**src/rtl/alu_pkg.sv**
```systemverilog
// alu_pkg: opcode encodings, FSM state encodings and flag bit indices shared by seq_alu and its bench.
package alu_pkg;

    typedef enum logic [2:0] {
        OP_NOP  = 3'b000,
        OP_ADD  = 3'b001,
        OP_SUB  = 3'b010,
        OP_UMUL = 3'b011,
        OP_SMUL = 3'b100,
        OP_CMP  = 3'b101,
        OP_AND  = 3'b110,
        OP_OR   = 3'b111
    } opcode_e;

    typedef enum logic [1:0] {
        S_IDLE = 2'd0,
        S_EXEC = 2'd1,
        S_MUL  = 2'd2,
        S_DONE = 2'd3
    } state_e;

    // flags = {err, gt, eq, carry}
    localparam int FLAG_CARRY = 0;
    localparam int FLAG_EQ    = 1;
    localparam int FLAG_GT    = 2;
    localparam int FLAG_ERR   = 3;

endpackage

```
**src/rtl/seq_mul.sv**
```systemverilog
// seq_mul: iterative shift-add multiplier, one partial product per cycle, optional two's-complement mode.
//   clk, rst_n     : clock, asynchronous active-low reset
//   start          : load a/b/sgn and begin (ignored bookkeeping is the caller's job)
//   sgn            : 1 = signed operands, 0 = unsigned
//   a, b           : WIDTH-bit multiplicand / multiplier
//   done           : high while the finished product is presented, for one cycle
//   product        : 2*WIDTH-bit product
module seq_mul #(
    parameter int WIDTH = 12
) (
    input  logic                 clk,
    input  logic                 rst_n,
    input  logic                 start,
    input  logic                 sgn,
    input  logic [WIDTH-1:0]     a,
    input  logic [WIDTH-1:0]     b,
    output logic                 done,
    output logic [2*WIDTH-1:0]   product
);

    localparam int CW = $clog2(WIDTH + 1);

    logic               run;
    logic               sgn_q;
    logic [CW-1:0]      cnt;
    logic [2*WIDTH-1:0] mcand;
    logic [2*WIDTH-1:0] acc;
    logic [2*WIDTH-1:0] addend;
    logic [WIDTH-1:0]   mplier;

    // In signed mode the multiplier's MSB carries weight -2^(WIDTH-1),
    // so the last partial product is subtracted instead of added.
    assign addend  = !mplier[0] ? '0 : (sgn_q && cnt == CW'(1)) ? -mcand : mcand;
    assign done    = run && cnt == '0;
    assign product = acc;

    always_ff @(posedge clk or negedge rst_n) begin
        if (!rst_n) begin
            run    <= 1'b0;
            sgn_q  <= 1'b0;
            cnt    <= '0;
            mcand  <= '0;
            acc    <= '0;
            mplier <= '0;
        end else if (start) begin
            run    <= 1'b1;
            sgn_q  <= sgn;
            cnt    <= CW'(WIDTH);
            mcand  <= {{WIDTH{sgn & a[WIDTH-1]}}, a};
            acc    <= '0;
            mplier <= b;
        end else if (run) begin
            if (cnt != '0) begin
                acc    <= acc + addend;
                mcand  <= mcand << 1;
                mplier <= mplier >> 1;
                cnt    <= cnt - CW'(1);
            end else begin
                run    <= 1'b0;
            end
        end
    end

endmodule

```
**src/rtl/seq_alu.sv**
```systemverilog
// seq_alu: sequential ALU (NOP/ADD/SUB/UMUL/SMUL/CMP/AND/OR) with start/busy/done handshake.
//   clk, rst_n          : clock, asynchronous active-low reset
//   start, opcode       : request and operation, sampled only in IDLE
//   op1, op2            : WIDTH-bit operands, sampled with start
//   busy                : high while an accepted operation is executing
//   done                : one-cycle pulse, results valid and held until the next done
//   result_lo/result_hi : result halves (result_hi nonzero only for products)
//   flags               : {err, gt, eq, carry}
// Macro SEQ_ALU_SMUL_EN enables signed multiply; without it opcode 100 returns zeros with err=1.
module seq_alu
    import alu_pkg::*;
#(
    parameter int WIDTH = 12,
    parameter int OPW   = 3
) (
    input  logic             clk,
    input  logic             rst_n,
    input  logic             start,
    input  logic [OPW-1:0]   opcode,
    input  logic [WIDTH-1:0] op1,
    input  logic [WIDTH-1:0] op2,
    output logic             busy,
    output logic             done,
    output logic [WIDTH-1:0] result_lo,
    output logic [WIDTH-1:0] result_hi,
    output logic [3:0]       flags
);

    state_e               state, nxt;
    logic [OPW-1:0]       op_q;
    logic [WIDTH-1:0]     a_q, b_q, lo, hi;
    logic [3:0]           fl;
    logic [WIDTH:0]       sum, diff;
    logic [2*WIDTH-1:0]   prod;
    logic [2:0]           op_in, op;
    logic                 accept, mul_in, mul_sgn, mul_done, capture;

    assign op_in = 3'(opcode);
    assign op    = 3'(op_q);

`ifdef SEQ_ALU_SMUL_EN
    assign mul_sgn = op_in == OP_SMUL;
`else
    assign mul_sgn = 1'b0;
`endif

    assign mul_in  = op_in == OP_UMUL || mul_sgn;
    assign accept  = state == S_IDLE && start;
    assign busy    = state == S_EXEC || state == S_MUL;
    assign done    = state == S_DONE;
    assign capture = state == S_EXEC || (state == S_MUL && mul_done);

    // The multiplier latches the raw inputs on the accepting edge itself,
    // so its first partial product is formed in the cycle after acceptance.
    seq_mul #(.WIDTH(WIDTH)) u_mul (
        .clk     (clk),
        .rst_n   (rst_n),
        .start   (accept && mul_in),
        .sgn     (mul_sgn),
        .a       (op1),
        .b       (op2),
        .done    (mul_done),
        .product (prod)
    );

    // Borrow falls out as the extra MSB of the zero-extended difference.
    assign sum  = {1'b0, a_q} + {1'b0, b_q};
    assign diff = {1'b0, a_q} - {1'b0, b_q};

    always_comb begin
        lo = '0;
        hi = '0;
        fl = '0;
        case (op)
            OP_ADD: begin
                lo             = sum[WIDTH-1:0];
                fl[FLAG_CARRY] = sum[WIDTH];
            end
            OP_SUB: begin
                lo             = diff[WIDTH-1:0];
                fl[FLAG_CARRY] = diff[WIDTH];
            end
            OP_UMUL: {hi, lo} = prod;
`ifdef SEQ_ALU_SMUL_EN
            OP_SMUL: {hi, lo} = prod;
`else
            OP_SMUL: fl[FLAG_ERR] = 1'b1;
`endif
            OP_CMP: begin
                fl[FLAG_GT] = a_q > b_q;
                fl[FLAG_EQ] = a_q == b_q;
            end
            OP_AND: lo = a_q & b_q;
            OP_OR:  lo = a_q | b_q;
            default: ;
        endcase
    end

    always_comb begin
        nxt = state;
        case (state)
            S_IDLE:  nxt = !start ? S_IDLE : mul_in ? S_MUL : S_EXEC;
            S_EXEC:  nxt = S_DONE;
            S_MUL:   nxt = mul_done ? S_DONE : S_MUL;
            default: nxt = S_IDLE;
        endcase
    end

    always_ff @(posedge clk or negedge rst_n) begin
        if (!rst_n) begin
            state     <= S_IDLE;
            op_q      <= '0;
            a_q       <= '0;
            b_q       <= '0;
            result_lo <= '0;
            result_hi <= '0;
            flags     <= '0;
        end else begin
            state <= nxt;
            if (accept) begin
                op_q <= opcode;
                a_q  <= op1;
                b_q  <= op2;
            end
            if (capture) begin
                result_lo <= lo;
                result_hi <= hi;
                flags     <= fl;
            end
        end
    end

endmodule
```
**config.mk**
```make
export PLATFORM = sky130hd
export DESIGN_NAME = seq_alu
export DESIGN_NICKNAME = d
export VERILOG_FILES = /design/src/rtl/alu_pkg.sv /design/src/rtl/seq_mul.sv /design/src/rtl/seq_alu.sv
export SDC_FILE = /design/constraint.sdc
export NUM_CORES = 1
export LEC_CHECK = 0
export CAP_MARGIN = 20
export CELL_PAD_IN_SITES_DETAIL_PLACEMENT = 0
export CELL_PAD_IN_SITES_GLOBAL_PLACEMENT = 2
export CORE_UTILIZATION = 40
export CTS_CLUSTER_DIAMETER = 80
export DETAILED_ROUTE_END_ITERATION = 7
export GPL_ROUTABILITY_DRIVEN = 0
export HOLD_SLACK_MARGIN = 0.02
export PLACE_DENSITY = 0.87
export SETUP_SLACK_MARGIN = 0.3
export SLEW_MARGIN = 40
export SYNTH_ARGS = -nofsm -noshare
export SYNTH_HDL_FRONTEND = slang
export SYNTH_SLANG_ARGS = --single-unit
export TNS_END_PERCENT = 30
```
**constraint.sdc**
```tcl
create_clock -name clk -period 8.5 [get_ports clk]
set_input_delay 1.7 -clock clk [delete_from_list [all_inputs] [get_ports clk]]
set_output_delay 1.7 -clock clk [all_outputs]
set_load 0.01 [all_outputs]
```
Word level (Yosys, flattened, before mapping). Index checks and enable logic that the tools add are counted. W data, S select, Z words.

Register bits: 122. Bits of input ports: 30. Output and inout bits: 30. Logic and storage cells: 68.

Add/subtract/negate cells: 4. Order comparisons: 1. Equal/unequal tests: 12. Muxes and demuxes: 25. Bitwise logic cells: 2. Reductions and logical operators: 12.

Operators with widths (count): $mux W24 (7); $pmux W12 S5 (1); $mux W12 (4); $add A24 B24 Y24 (1); $add A12 B12 Y13 (1); $sub A12 B12 Y13 (1); $and A12 B12 Y12 (1); $eq A12 B12 Y1 (1); $eq A3 B3 Y1 const B (4); $gt A12 B12 Y1 (1); $mux W4 (3); $or A12 B12 Y12 (1); $eq A3 B2 Y1 const B (3); $mux W2 (3); $pmux W2 S3 (1); $mux W1 (5); $eq A2 B2 Y1 const B (2); $logic_and A1 B1 Y1 (4); $logic_not A4 Y1 (1); $reduce_bool A2 Y1 (2); $reduce_bool A4 Y1 (1); $sub A4 B1 Y4 const B (1); $eq A3 B1 Y1 const B (1); $eq A2 B1 Y1 const B (1); 4 further kinds (5).

Logic depth before layout (Yosys ltp).
Depth in word-level cells: 5. Depth in mapped cells: 12. Depth with buffers taken out: 12.

Hierarchy. A second synthesis with hierarchy kept.

Cells, all modules: 982. Area total of the unflattened synthesis: 8780.9 um^2.

Modules (own cells, without submodules): seq_mul (instances 1, cells an instance 547, area each 4662.0 um^2, sequential area each 1651.6 um^2); seq_alu (instances 1, cells an instance 435, area each 4119.0 um^2, sequential area each 1426.4 um^2).

Least setup slack after synthesis. No wires, ideal clock.

Path kind: input to register. Start point: input port start. End point: register a_q[0]. Setup time: 0.125 ns. Arrival: 2.792 ns. Data required time: 8.375 ns. Setup slack: 5.584 ns. Stages on the path: 4. Buffers on the path: 2. Cell sequence: nand2_1 clkbuf_1 clkbuf_1 mux2_2.

Word-level cells in the longest chain between the ends: 1.

RTL lines: from (decl) (line seq_alu.sv:18) `input logic start,`; $logic_and A1 B1 Y1 (line seq_alu.sv:48) `assign accept = state == S_IDLE && start;`; to (signal assigned) (line seq_alu.sv:122) `a_q <= op1;`; to (decl) (line seq_alu.sv:31) `logic [WIDTH-1:0] a_q, b_q, lo, hi;`.

Every way passes these cells. A chain may end at the register's enable or synchronous reset.

Worst setup path after layout.
Start point: register state[0]. End point: output port busy.

Word-level cells in the longest chain between the ends: 2. Elaborated cells between the ends (all ways): 3. Classes of those cells: 2 x eq/ne; 1 x reduce/logical.

RTL lines: from (decl) (line seq_alu.sv:29) `state_e state, nxt;`; from (signal assigned) (line seq_alu.sv:119) `state <= nxt;`; $eq A2 B1 Y1 or $eq A2 B2 Y1 (tied branches) (line seq_alu.sv:49) `assign busy = state == S_EXEC || state == S_MUL;`; $logic_or A1 B1 Y1 (*) (line seq_alu.sv:49); to (decl) (line seq_alu.sv:22) `output logic busy,`.

Every way passes the cells marked *; elsewhere a longest branch is shown, timed or not.

==> results.cfg <==
[synth]
yosysTopAreaCell = dfrtp_1
synth_fp_nets = 1010
ys_ff_latch = 122
syn_avg_cell_area_um2 = 8.72
synth_ff_type = dfrtp_1
synthCells = 912
synth_area_um2 = 7960
netlist.area_leader.share = 0.384
yosysSeqAreaShare = 0.384
synth_area_leaders = dfrtp_1, ha_1, nand2_1
yosysUniqueCellTypes = 65
async_flop_share = 1.00
synth_edf_count = 0
yosysWarnings = 0

[min_path]
hold_path.class = register to register
hold_depth = 2

[detailed_routing]
via_per_inst = 5.43
drtPass1Iterations = 5
via_count = 6678
drc = 0
wirelength_mm = 22.6
wl_per_cell_um = 18.3
drt_iter0_markers = 357
detail-route-antenna-nets = 0

[clock_network]
insertion_delay_ps = 430
cts_setup_buffers = 0
cts_resized = 0
cts_root_buf = clkbuf_16
hold_buffers = 0
clockBufferDepth = 2
cts_tree = done
cts_buffers = 17
cts.sinks = 122
cts.clk_slew.worst_paths_ps = 60
htreeDepth = 4

[final_layout]
area_growth_pct = 18.1
multi_input_area_um2 = 4540
final_cell_mix = nand2_1, dfrtp_1, nor2_1, a21oi_1, ha_1
drive_above_1_share = 0.0974
final_common_cell = nand2_1
seq_area_um2 = 3050
fin_cells = 1230
nFillCells = 1895
nets = 1050
antenna_cells = 0

[timing]
min_period_over_period = 0.406
tightest_slew_ps = 752
drv_slew = 0
rsz0062_at_grt = no
tns_ps = 0
relSlewSlack = 0.499
hold_violations = 0
fmax_ghz = 0.289
setup_viol = 0
fin_crit_ps = 3450
finClkSkew_ps = 9.78

[setup_path]
crit_type = register to output pin
cp_data_arrival_time_ps = 1750
end_kind = output pin
r2r_cells = 12
critPathMaxFanout = 3
cp.required_ps = 6800
start_kind = register
reg2reg_slack_ps = 5100

[power]
ir_worst_vdd_v = 0.000141
total_leakage_power_nw = 4.30
powerDensity_nw_per_um2 = 413

[outcome]
run_status = finished clean

[global_route]
track_usage = 0.234
grt_pass1_wl_mm = 36.1
antenna_found_initial = 0
overflow = 0
grt_max_degree = 69
grt_pass1_vias = 6444

[placement]
numPortBuffers = 59
dp.cells = 1197
dp_hpwl_mm = 16.4

[die]
io_pins = 60
initial_core_util = 0.409
die-area_um2 = 20500
rows = 51
die_width_um = 143
die_h_um = 143
core_um2 = 19500

[job]
drv_cap = 0
==> cells by family (layout without fill, tap and decap cells) <==
family | Yosys count | in the layout | share of synthesized area
AND/OR/NAND/NOR | 333 | 333 | 0.188
buffers and inverters | 98 | 151 | 0.0489
multiplexers | 37 | 37 | 0.0510
XOR/XNOR | 24 | 24 | 0.0264
AO/OA/AOI/OAI | 230 | 230 | 0.193
flip-flops | 122 | 122 | 0.384
adder cells (fa/ha/maj) | 68 | 68 | 0.110
==> per-stage QoR <==
stage                     instance area [um^2]  setup WS, ps  total power [mW]   util  hold slack (ps)
after CTS                                 9370          4730              3.89  0.482              469
after global routing                      9400          4860              4.19  0.483              496
after detailed placement                  8760          4310              3.11  0.450              456
final                                     9400          5050              3.88  0.483              463
after floorplan                           7960          5580              2.49      -              466
after global placement                    8760          4360              3.10  0.450              451
==> per-layer routing <==
metal  routed length [um]  GRT usage  share of wire
met1                11700      0.350           0.52
met2                 9760      0.347           0.43
met3                  789     0.0372          0.035
met4                  306     0.0634          0.014
met5                    0          0              0
==> critical path, stage by stage, from the launching register on <==
cell	delay (ps)
dfrtp_1	380
inv_1	80
ha_1	320
clkdlybuf4s50_1	540
==> report_power, final <==
| part | internal, mW | switching [mW] | leakage (nW) |
|---|---|---|---|
| sequential | 0.818 | 0.253 | 1.55 |
| clock | 0.444 | 0.314 | 0.291 |
| combinational | 0.845 | 1.21 | 2.46 |
==> flip-flops by register name (all words and copies together), names as in the netlist <==
| signal | count |
|---|---|
| a_q | 12 |
| b_q | 12 |
| flags | 4 |
| op | 3 |
| result_hi | 12 |
| result_lo | 12 |
| state | 2 |
| u_mul.cnt | 4 |
| u_mul.mcand | 24 |
| u_mul.mplier | 12 |
| u_mul.product | 24 |
| u_mul.run | 1 |
==> cells in the mapped netlist (4+ instances only) <==
cell / instances
clkbuf_1: 37
a21oi_1: 75
o21ai_0: 31
mux2i_1: 9
nor2b_1: 8
mux2_2: 28
dfrtp_1: 122
nor3_1: 9
nand2b_1: 7
and2_1: 23
a31oi_1: 34
a221oi_1: 13
inv_1: 50
a22o_1: 5
or3_1: 4
xnor2_1: 13
a21o_1: 8
buf_1: 5
nor2_1: 80
o21a_1: 6
nand2_1: 151
o31ai_1: 9
ha_1: 65
and3_1: 12
xor2_1: 11
a211oi_1: 11
nand3_1: 21
==> cell type report <==
cell class,count,area share
timing repair buffer,68,0.0715
multi-input combinational,692,0.483
clock buffer,17,0.0453
clock inverter,15,0.0193
inverter,51,0.0204
sequential,122,0.325
tap,265,0.0353
==> worst paths after layout <==
kind / from / end
worst max register to register: u_mul.mplier[0]$_DFFE_PN0P_ / u_mul.product[20]$_DFFE_PN0P_
max in group asynchronous: rst_n / u_mul.mcand[11]$_DFFE_PN0P_
worst min-delay path: result_hi[11]$_DFFE_PN0P_ / result_hi[11]$_DFFE_PN0P_
worst min register to register: result_hi[11]$_DFFE_PN0P_ / result_hi[11]$_DFFE_PN0P_
worst max-delay path: state[0]$_DFF_PN0_ / busy
min in group asynchronous: rst_n / b_q[7]$_DFFE_PN0P_
Note: power is estimated with default switching activity, not from simulation.
